File: config.mk
export PLATFORM = sky130hd
export DESIGN_NAME = hazard_ctrl
export DESIGN_NICKNAME = d
export VERILOG_FILES = /design/src/rtl/hazard_ctrl.sv
export SDC_FILE = /design/constraint.sdc
export NUM_CORES = 1
export LEC_CHECK = 0
export ABC_AREA = 1
export BUFFER_PORTS_ARGS = -buffer_cell sky130_fd_sc_hd__buf_4
export CORE_AREA = 2 2 39 41
export CTS_BUF_LIST = sky130_fd_sc_hd__clkbuf_8 sky130_fd_sc_hd__clkbuf_16
export CTS_CLUSTER_SIZE = 24
export DETAILED_ROUTE_END_ITERATION = 10
export DIE_AREA = 0 0 41 43
export PLACE_DENSITY = 0.61
export SKIP_CTS_REPAIR_TIMING = 1
export SLEW_MARGIN = 20
export SYNTH_ARGS = -nofsm -noshare
export SYNTH_HDL_FRONTEND = slang
export SYNTH_SLANG_ARGS = --single-unit
File: constraint.sdc
create_clock -name clk -period 4.3 [get_ports clk]
set_input_delay 1.29 -clock clk [delete_from_list [all_inputs] [get_ports clk]]
set_output_delay 1.29 -clock clk [all_outputs]
set_load 0.005 [all_outputs]
File: src/rtl/hazard_ctrl.sv
// Pipeline hazard controller: load-use / flag-use stalls and taken-branch flush.
// Latency: control outputs are combinational (0 cycles); hz_state is the registered view one edge later.
// Backpressure: stalls the front end by dropping PCWrite/IFIDWrite and bubbling ID/EX; no upstream handshake.
// Optional feature: define HAZARD_PERF_CNT_EN to add the saturating stall_cnt performance counter port.
module hazard_ctrl (
   input  logic        clk,
   input  logic        reset,
   input  logic [4:0]  Rn_id,
   input  logic [4:0]  Rm_id,
   input  logic        useRm_id,
   input  logic        CondBr_id,
   input  logic        RegWrite_ex,
   input  logic        MemToReg_ex,
   input  logic        flagWrite_ex,
   input  logic [4:0]  Rd_ex,
   input  logic        BrTaken_ex,
   output logic        PCWrite,
   output logic        IFIDWrite,
   output logic        IFID_flush,
   output logic        IDEX_bubble,
   output logic [1:0]  hz_state
`ifdef HAZARD_PERF_CNT_EN
   ,output logic [31:0] stall_cnt
`endif
);

   typedef enum logic [1:0] {
      ST_RUN   = 2'b00,
      ST_STALL = 2'b01,
      ST_FLUSH = 2'b10
   } hz_state_e;

   // XZR reads as zero and is never really written, so it can't carry a dependency.
   localparam logic [4:0] XZR = 5'd31;

   hz_state_e  state_q, state_d;
   logic [1:0] stall_run_q, stall_run_d;
   logic       load_use;
   logic       flag_use;
   logic       hazard;

   // Hazard detection from the current ID and EX operands only; FSM state never masks it.
   always_comb begin
      load_use = MemToReg_ex & RegWrite_ex & (Rd_ex != XZR) &
                 ((Rd_ex == Rn_id) | (useRm_id & (Rd_ex == Rm_id)));
      flag_use = CondBr_id & flagWrite_ex;
      hazard   = load_use | flag_use;
   end

   // Control outputs and next state; a taken branch wins over any stall, reset wins over both.
   always_comb begin
      PCWrite     = 1'b1;
      IFIDWrite   = 1'b1;
      IFID_flush  = 1'b0;
      IDEX_bubble = 1'b0;
      state_d     = ST_RUN;
      if (reset) begin
         state_d = ST_RUN;
      end else if (BrTaken_ex) begin
         // Squash the wrong-path instruction in IF/ID and the one entering EX.
         IFID_flush  = 1'b1;
         IDEX_bubble = 1'b1;
         state_d     = ST_FLUSH;
      end else if (hazard) begin
         // Hold PC and IF/ID so the consumer re-decodes once the producer result is ready.
         PCWrite     = 1'b0;
         IFIDWrite   = 1'b0;
         IDEX_bubble = 1'b1;
         state_d     = ST_STALL;
      end
   end

   // Length of the current run of STALL states, saturating at 3.
   always_comb begin
      stall_run_d = 2'd0;
      if (!reset && state_d == ST_STALL) begin
         stall_run_d = (stall_run_q == 2'd3) ? 2'd3 : stall_run_q + 2'd1;
      end
   end

   // State registers with synchronous reset.
   always_ff @(posedge clk) begin
      if (reset) begin
         state_q     <= ST_RUN;
         stall_run_q <= 2'd0;
      end else begin
         state_q     <= state_d;
         stall_run_q <= stall_run_d;
      end
   end

   assign hz_state = state_q;

   // A producer is at most one cycle ahead, so a third back-to-back stall means the pipeline is wedged.
   stall_run_limit: assert property (@(posedge clk) disable iff (reset) stall_run_q <= 2'd2);

`ifdef HAZARD_PERF_CNT_EN
   logic [31:0] stall_cnt_q, stall_cnt_d;

   // Count cycles where the PC is held, saturating instead of wrapping.
   always_comb begin
      stall_cnt_d = stall_cnt_q;
      if (reset) begin
         stall_cnt_d = 32'd0;
      end else if (!PCWrite && (stall_cnt_q != 32'hFFFF_FFFF)) begin
         stall_cnt_d = stall_cnt_q + 32'd1;
      end
   end

   // Performance counter register.
   always_ff @(posedge clk) begin
      stall_cnt_q <= stall_cnt_d;
   end

   assign stall_cnt = stall_cnt_q;
`endif

endmodule

==> results.md <==
| Quantity | Value |
|:---|:---|
| Outcome | finished clean |
| Power share of the sequential group | 14.6% |
| Cells along the critical path | buf_4 > nor2_1 > nor2_1 > nor2_1 > nand3_1 > nand2_1 > nand2_2 > nand2_2 > nand3_1 > buf_4 |
| Floorplan Core Area | 1384 sq um |
| CTS tree | yes |
| Nets in the synthesized netlist | 92 |
| CP dominant cell by count | nor2_1 |
| Area occupied by registers | 40.04 sq um |
| Kind of cell adding the most delay to the critical path | simple AND/OR/NAND/NOR gates |
| NetSw | 32.87 uW |
| Library cell with the largest summed area after synthesis | nand2_1 |
| Effective utilization at floorplan | 23.51% |
| Number of routed nets with antenna violations | 0 |
| Stage delay of the slowest cell on the critical path | 0.14 ns |
| Synthesis-stage register bit count | 2 |
| Synth unique cells | 13 |
| Post-synthesis cell area | 325.3 sq um |
| Comb pwr share | 31.0% |
| Number of DRC violations after detailed routing | 0 |
| Routed Wire Length | 829 microns |
| Fraction of post-synthesis cell area in the top cell type by area | 32.31% |
| Fraction of layout cells with a size suffix above 1 | 40.40% |
| Worst Hold Class | in -> reg |
| Filler cells | 155 |
| Static power due to leakage | 0.3760 nW |
| Top fanout value on the critical path | 4 |
| Die outline width | 41 microns |
| P per Cell Area | 229.4 nW/um^2 |
| CTS HTree Levels | 1 |
| Overall die height | 43 microns |
| Final Cell Area | 589.3 sq um |
| Worst slew margin relative to its limit | 87.76% |
| Most frequent cell after synthesis | nand2_1 |
| Via count of the first global-routing pass | 365 |
| Hpwl dp | 694.8 microns |
| Total of buffers placed on input and output ports | 28 |
| WP data arrival | 2.14 ns |
| Cell chosen for the clock root | clkbuf_8 |
| Number of antenna violations at the first check in global routing | 0 |
| Buffer depth of the longest clock path | 2 |
| TritonCTS Buffers | 3 |
| Flip-flop count of the largest register after layout | 2 |
| Number of max-slew violations in the final report | 0 |
| Main area contributors after synthesis | nand2_1 32%, inv_1 13%, dfxtp_1 12% |
| Number of stages on the worst setup path | 10 |
| Maximum number of pins on one net before global-route repair | 5 |
| Highest clock frequency the design can meet | 291.5 MHz |
| Number of synthesized flops with an enable pin | 0 |
| Fin crit share | 79.77% |
| Setup repair after global routing missed its margin | no |
| Kind of critical path | in -> out |
| Routed vias/inst | 3.870 |
| Shortest clock period the worst path allows after layout | 3.430 ns |
| Seq/Total Area, Yosys | 12.31% |
| Wire length of the first global-routing pass | 1207 microns |
| Final number of setup-violating endpoints | 0 |
| Number of cell rows | 14 |
| DIE AREA | 1763 sq um |
| Routability-driven placement congestion ratio | 0.6890 |
| Post-synthesis to final-layout area growth | 81.15% |
| Internal portion of total power | 102.3 uW |
| Peak VDD IR | 0.00006596 V |
| Post-detailed-placement cell area | 548.0 sq um |
| Clock transition at the register clock pins on the worst setup and hold paths after CTS | 0.03 ns |
| DRT iter0 DRCs | 3 |
| Worst Hold Path Cells | 2 |
| Multi-input logic area | 217.7 sq um |
| Setup TNS | 0 ns |
| Count of synthesis-stage warnings from yosys | 0 |
| Number of detailed-route iterations in the first pass | 2 |
| Worst-Margin Slew | 0.1829 ns |
| Number of top-level pins | 29 |
| Prevailing post-synth register cell | dfxtp_1 |
| Endpoint with the worst hold slack | hz_state[1]$_SDFF_PP0_ |
| Max-cap violations | 0 |
| Mean area per synthesized cell | 4.715 sq um |
| Total Routing Usage GR | 10.21% |
| Worst path slowest cell | buf_4 |
| Antenna fix cells | 0 |
| Final hold violation count | 0 |
| Number of nets in the finished design | 124 |
| Total number of clock tree sinks | 2 |
| Kind of capture point of the worst setup path | output port |
| Via count of the routed design | 445 |
| Critical Path Start Type | primary input |
| Routed WL per cell | 7.209 microns |
| Total power | 135.2 uW |
| CP Buf/Inv Count | 2 |
| Share of total power consumed by net switching | 24.31% |
| Most frequent cells after synthesis | 28 x nand2_1, 11 x inv_1, 10 x nor2_1 |
| Startpoint of the most critical hold path | reset |
| Clk pwr share | 54.4% |
| Post-Syn Instances | 69 |
| Share of flip-flops with an asynchronous set or reset | 0% |
| Aggregate global routing overflow | 0 |
| Worst path required time | 3.01 ns |
-- cell usage in the layout, fill, tap and decap left out, types with 2 or more instances in the layout --
cell type	Yosys	layout
buf_4	1	28
clkbuf_8	0	3
dfxtp_1	2	2
inv_1	11	11
inv_2	4	4
nand2_1	28	28
nand2_2	4	4
nand3_1	4	4
nor2_1	10	10
-- worst max path at each step --
stage | startpoint | endpoint | slack [ns]
6_report | Rd_ex[2] | IFIDWrite | 0.87
5_1_grt | Rd_ex[2] | PCWrite | 0.74
4_1_cts | Rd_ex[2] | IFIDWrite | 0.86
3_5_place_dp | Rd_ex[2] | IFIDWrite | 0.85
3_3_place_gp | Rd_ex[2] | IFIDWrite | 0.86
2_1_floorplan | Rm_id[0] | PCWrite | 1.02
-- through the flow --
step	utilization [%]	hold slack, ns	instances	worst slack (ns)
final	42.59	1.264	115	0.8698
after floorplan	-	1.362	69	1.019
after global placement	39.60	1.475	112	0.8599
after CTS	42.59	1.257	115	0.8560
after global routing	42.59	1.259	115	0.7383
after detailed placement	39.60	1.477	112	0.8549
-- cell families after synthesis --
logic type | Yosys count | share of synthesized area [%]
buffers and inverters | 17 | 20.77
AND/OR/NAND/NOR | 48 | 62.69
XOR/XNOR | 1 | 2.693
AO/OA/AOI/OAI | 1 | 1.537
flip-flops | 2 | 12.31
-- layout make-up --
type / instances / area share (%)
Sequential cell: 2 / 6.794
Tap cell: 16 / 3.397
Clock buffer: 3 / 7.006
Timing Repair Buffer: 28 / 35.67
Multi-Input combinational cell: 50 / 36.94
Inverter: 16 / 10.19
-- power by group through the flow --
stage	registers [mW]	clock network (mW)	logic [mW]
final	0.0197	0.0736	0.0419
after global routing	0.0198	0.0782	0.0471
after CTS	0.0197	0.0768	0.0424
after detailed placement	0.0200	0	0.0422
after global placement	0.0199	0	0.0420
after floorplan	0.0200	0	0.0181
-- per-layer routing --
| layer | GRT usage [%] | wire length, microns | up-vias |
|---|---|---|---|
| met5 | 0 | 0 | - |
| met4 | 8.000 | 10 | 0 |
| met3 | 3.141 | 55 | 2 |
| met2 | 15.31 | 423 | 12 |
| met1 | 11.15 | 339 | 173 |
| li1 | - | - | 258 |
Note: power is estimated with default switching activity, not from simulation.
